--- src/rtl/display_pkg.sv ---
// display_pkg: shared constants and types for the seven-segment scan path
package display_pkg;
  localparam int DEFAULT_REFRESH_DIV = 50000;
  typedef logic [3:0] bcd_digit_t;
  localparam bcd_digit_t BLANK_CODE = 4'hF;
endpackage

--- src/rtl/refresh_tick_gen.sv ---
// refresh_tick_gen: free-running prescaler with a single-cycle tick on its last count
module refresh_tick_gen #(
  parameter int REFRESH_DIV = 4
) (
  input  logic clk,
  input  logic rst_n,
  output logic tick
);
  localparam int PW = $clog2(REFRESH_DIV);
  logic [PW-1:0] presc_q, presc_d;
  always_comb begin
    tick = presc_q == PW'(REFRESH_DIV - 1);
    presc_d = tick ? '0 : presc_q + 1'b1;
  end
  always_ff @(posedge clk or negedge rst_n)
    if (!rst_n) presc_q <= '0;
    else presc_q <= presc_d;
endmodule

--- src/rtl/bcd_display_scanner.sv ---
// bcd_display_scanner: frame-aligned multiplexed scan of a packed BCD value with leading-zero blanking
module bcd_display_scanner
  import display_pkg::*;
#(
  parameter int NUM_DIGITS  = 4,
  parameter int REFRESH_DIV = DEFAULT_REFRESH_DIV
) (
  input  logic                          clk,
  input  logic                          rst_n,
  input  logic                          load,
  input  logic [4*NUM_DIGITS-1:0]       value,
  input  logic                          blank_lz,
  output logic [3:0]                    digit_bcd,
  output logic [NUM_DIGITS-1:0]         digit_sel,
  output logic [$clog2(NUM_DIGITS)-1:0] digit_idx,
  output logic                          frame_done
);
  localparam int IW = $clog2(NUM_DIGITS);
  logic tick, wrap, blank;
  logic [4*NUM_DIGITS-1:0] shadow_q, shadow_d, active_q, active_d;
  logic pending_q, pending_d;
  logic [IW-1:0] idx_q, idx_d;
  logic [NUM_DIGITS-1:0] sel_q, sel_d;
  bcd_digit_t bcd_q, bcd_d;
  logic frame_q, frame_d;
  refresh_tick_gen #(.REFRESH_DIV(REFRESH_DIV)) u_tick (
    .clk  (clk),
    .rst_n(rst_n),
    .tick (tick)
  );
  // outputs are derived from next-state values so they all move on the same edge
  always_comb begin
    wrap = tick && idx_q == IW'(NUM_DIGITS - 1);
    idx_d = wrap ? '0 : tick ? idx_q + 1'b1 : idx_q;
    shadow_d = load ? value : shadow_q;
    active_d = wrap && pending_q ? shadow_q : active_q;
    pending_d = load || (pending_q && !wrap);
    blank = blank_lz && idx_d != '0 && (active_d >> {idx_d, 2'b00}) == '0;
    sel_d = NUM_DIGITS'(1) << idx_d;
    bcd_d = !tick ? bcd_q : blank ? BLANK_CODE : active_d[{idx_d, 2'b00} +: 4];
    frame_d = wrap;
  end
  always_ff @(posedge clk or negedge rst_n)
    if (!rst_n) begin
      shadow_q  <= '0;
      active_q  <= '0;
      pending_q <= 1'b0;
      idx_q     <= '0;
      sel_q     <= NUM_DIGITS'(1);
      bcd_q     <= '0;
      frame_q   <= 1'b0;
    end else begin
      shadow_q  <= shadow_d;
      active_q  <= active_d;
      pending_q <= pending_d;
      idx_q     <= idx_d;
      sel_q     <= sel_d;
      bcd_q     <= bcd_d;
      frame_q   <= frame_d;
    end
  assign digit_bcd  = bcd_q;
  assign digit_sel  = sel_q;
  assign digit_idx  = idx_q;
  assign frame_done = frame_q;
endmodule

--- config.mk ---
export PLATFORM = sky130hd
export DESIGN_NAME = bcd_display_scanner
export DESIGN_NICKNAME = d
export VERILOG_FILES = /design/src/rtl/display_pkg.sv /design/src/rtl/refresh_tick_gen.sv /design/src/rtl/bcd_display_scanner.sv
export SDC_FILE = /design/constraint.sdc
export NUM_CORES = 1
export LEC_CHECK = 0
export CORE_AREA = 2 2 84 86
export DETAILED_ROUTE_END_ITERATION = 10
export DIE_AREA = 0 0 86 88
export GPL_TIMING_DRIVEN = 0
export REMOVE_ABC_BUFFERS = 1
export SYNTH_ARGS = -nofsm -noshare
export SYNTH_HDL_FRONTEND = slang
export SYNTH_SLANG_ARGS = --single-unit
--- constraint.sdc ---
create_clock -name clk -period 6.05 [get_ports clk]
set_clock_uncertainty 0.1 [all_clocks]
set_input_delay 0.9075 -clock clk [delete_from_list [all_inputs] [get_ports clk]]
set_output_delay 0.9075 -clock clk [all_outputs]
set_load 0.03 [all_outputs]
==> impl_metrics.env <==
export IMPL_status="finished clean"
export IMPL_ys_ff_latch=60
export IMPL_yosys_warnings=0
export IMPL_die_height_um=88
export IMPL_hold_viol=0
export IMPL_overflow=0
export IMPL_cts_sinks=60
export IMPL_wl_um=5930
export IMPL_routed_via_density=5.28
export IMPL_r2r_slack_ns=2.48
export IMPL_clock_path_buffers=2
export IMPL_ys_flop_type="dfrtp_1"
export IMPL_synth_cells=283
export IMPL_yosys_area_top_type="dfrtp_1"
export IMPL_syn_area_um2=2940
export IMPL_clk_pin_slew_ns=0.07
export IMPL_power_density_nw_per_um2=257
export IMPL_synth_top_cell_area_share_pct=50.3
export IMPL_core_um2=6640
export IMPL_critical_path_max_fanout=14
export IMPL_ys_seq_area_share_pct=51.2
export IMPL_num_antenna_cells=0
export IMPL_synth_common_cells="59 x dfrtp_1, 56 x nand2_1, 20 x nor2_1"
export IMPL_hpwl_um=4100
export IMPL_die_x_um=86
export IMPL_yosysMostFrequentCell="dfrtp_1"
export IMPL_finalCriticalPeriod_ns=3.57
export IMPL_ir_drop_v=0.000141
export IMPL_hold_buffers=0
export IMPL_tritoncts="built"
export IMPL_post_route_util_pct=53.0
export IMPL_synth_edf_count=0
export IMPL_fin_crit_sh_pct=59.0
export IMPL_drc=0
export IMPL_synth_area_leaders="dfrtp_1 50%, mux2_2 7.3%, nand2_1 7.2%"
export IMPL_antenna_found_initial=0
export IMPL_synthToLayoutAreaGrowth_pct=19.9
export IMPL_postRouteAntennaNets=0
export IMPL_cp_data_arrival_time_ns=3.72
export IMPL_tns_ns=0
export IMPL_finalNetCount=334
export IMPL_num_io_pins=31
export IMPL_path_class="reg2reg"
export IMPL_root_buffer="clkbuf_8"
export IMPL_initial_core_util_pct=44.2
export IMPL_rsz0062_at_grt="false"
export IMPL_drt_initial_drc_count=93
export IMPL_worstMarginPinSlew_ns=0.913
export IMPL_cts_buffers=9
export IMPL_drive_gt1_share_pct=17.7
export IMPL_maxCapViolCount=0
export IMPL_critPathCaptureType="flop"
export IMPL_grt_pass1_wl_um=10200
export IMPL_grt_max_degree=34
export IMPL_worstSetupStartpointType="flop"
export IMPL_die_area_um2=7570
export IMPL_grt_pass1_vias=2064
export IMPL_avgSynthCellArea_um2=10.4
export IMPL_ys_types=50
export IMPL_async_reset_ff_share_pct=100
export IMPL_fillCellCount=617
export IMPL_drt_pass1_iterations=4
export IMPL_rows=30
export IMPL_cts_resized=0
export IMPL_gp_congestion=0.803
export IMPL_cts_setup_buffers=0
export IMPL_slew_headroom_pct=38.9
export IMPL_setup_violations=0
export IMPL_vias=2095
export IMPL_htreeDepth=3
export IMPL_slew_viol_final=0
export IMPL_io_buffer_count=30
export IMPL_post_drt_wl_per_cell_um=14.9
export IMPL_min_delay_path_class="reg2reg"
export IMPL_track_usage_pct=17.6
export IMPL_crit_required_ns=6.20
export IMPL_clock_latency_ns=0.34
export IMPL_p_leak_nw=1.58
export IMPL_fmax_ghz=0.280
## worst paths after layout
path	startpoint	to	depth (start not counted)
max	u_tick.presc_q[0]$_DFF_PN0_	digit_bcd[3]$_DFFE_PN0N_	9
max reg2reg	u_tick.presc_q[0]$_DFF_PN0_	digit_bcd[3]$_DFFE_PN0N_	9
min	active_q[0]$_DFF_PN0_	active_q[0]$_DFF_PN0_	2
max in group asynchronous	rst_n	active_q[4]$_DFF_PN0_	2
min reg2reg	active_q[0]$_DFF_PN0_	active_q[0]$_DFF_PN0_	2
min in group asynchronous	rst_n	u_tick.presc_q[8]$_DFF_PN0_	1
## flip-flops by register name, summed over array words and instances, names as in the netlist
| name | flops |
|---|---|
| digit_sel | 4 |
| active_q | 16 |
| frame_done | 1 |
| pending_q | 1 |
| shadow_q | 16 |
| digit_idx | 2 |
| u_tick.presc_q | 16 |
| digit_bcd | 4 |
## stage by stage
step	instances	power, mW	hold slack, ns	instance area [um2]	setup slack, ns
after CTS	397	0.915	0.361	3520	2.44
after detailed placement	381	0.464	0.349	3270	2.48
after global routing	397	0.937	0.381	3520	2.11
after global placement	380	0.462	0.338	3260	2.03
after floorplan	270	0.436	0.325	2860	3.01
final	397	0.907	0.361	3520	2.48
## cell families (layout without fill, tap and decap cells)
kind of cell | count (synthesis) | in the layout | synth area share, %
compound gates | 39 | 39 | 8.74
buf+inv | 20 | 54 | 3.66
fa+ha+maj | 2 | 2 | 0.852
mux | 27 | 27 | 10.9
simple gates | 122 | 122 | 20.8
xor+xnor | 13 | 13 | 3.88
flops | 60 | 60 | 51.2
## critical path, stage by stage (launching register included)
cell	delay (ns)
dfrtp_1	0.37
ha_1	0.18
and3_1	0.31
nand4_1	0.55
nor2_1	0.91
a21oi_1	0.08
a21oi_1	0.19
a31oi_1	0.10
or4_4	0.57
o211ai_1	0.11
## layout make-up
cell class                 count  area (um2)  share of cell area (%)
sequential                    60        1500                    42.7
multi-input combinational    203        1330                    37.7
timing repair buffer          31         315                    8.95
clock buffer                  12         155                    4.40
tap                           80         100                    2.84
clock inverter                 4        95.1                    2.70
inverter                       7        27.5                   0.782
## cell usage in the layout (no fill, tap or decap), types with 4 or more instances in the layout
master / n
dfrtp_1: 59
nand2_1: 56
clkdlybuf4s50_1: 29
nor2_1: 20
mux2_2: 19
o21ai_0: 16
nand3_1: 16
clkbuf_8: 11
xor2_1: 8
mux2i_1: 6
a21oi_1: 6
inv_1: 5
xnor2_1: 5
and3_1: 4
o22ai_1: 4
## layer usage
metal | GRT usage, % | vias to the layer above | wire (um)
met4 | 6.06 | 0 | 72
met1 | 23.9 | 1011 | 3030
met3 | 4.81 | 7 | 199
met2 | 27.4 | 35 | 2630
met5 | 0 | - | 0
li1 | - | 1042 | -
## power breakdown
group	leakage, nW	total [mW]	internal (mW)	switching, mW
logic	0.699	0.0368	0.0211	0.0158
clock network	0.127	0.451	0.296	0.156
registers	0.759	0.419	0.412	0.00673
total	1.58	0.907	0.729	0.178
Power figures use the tool's default switching activity.
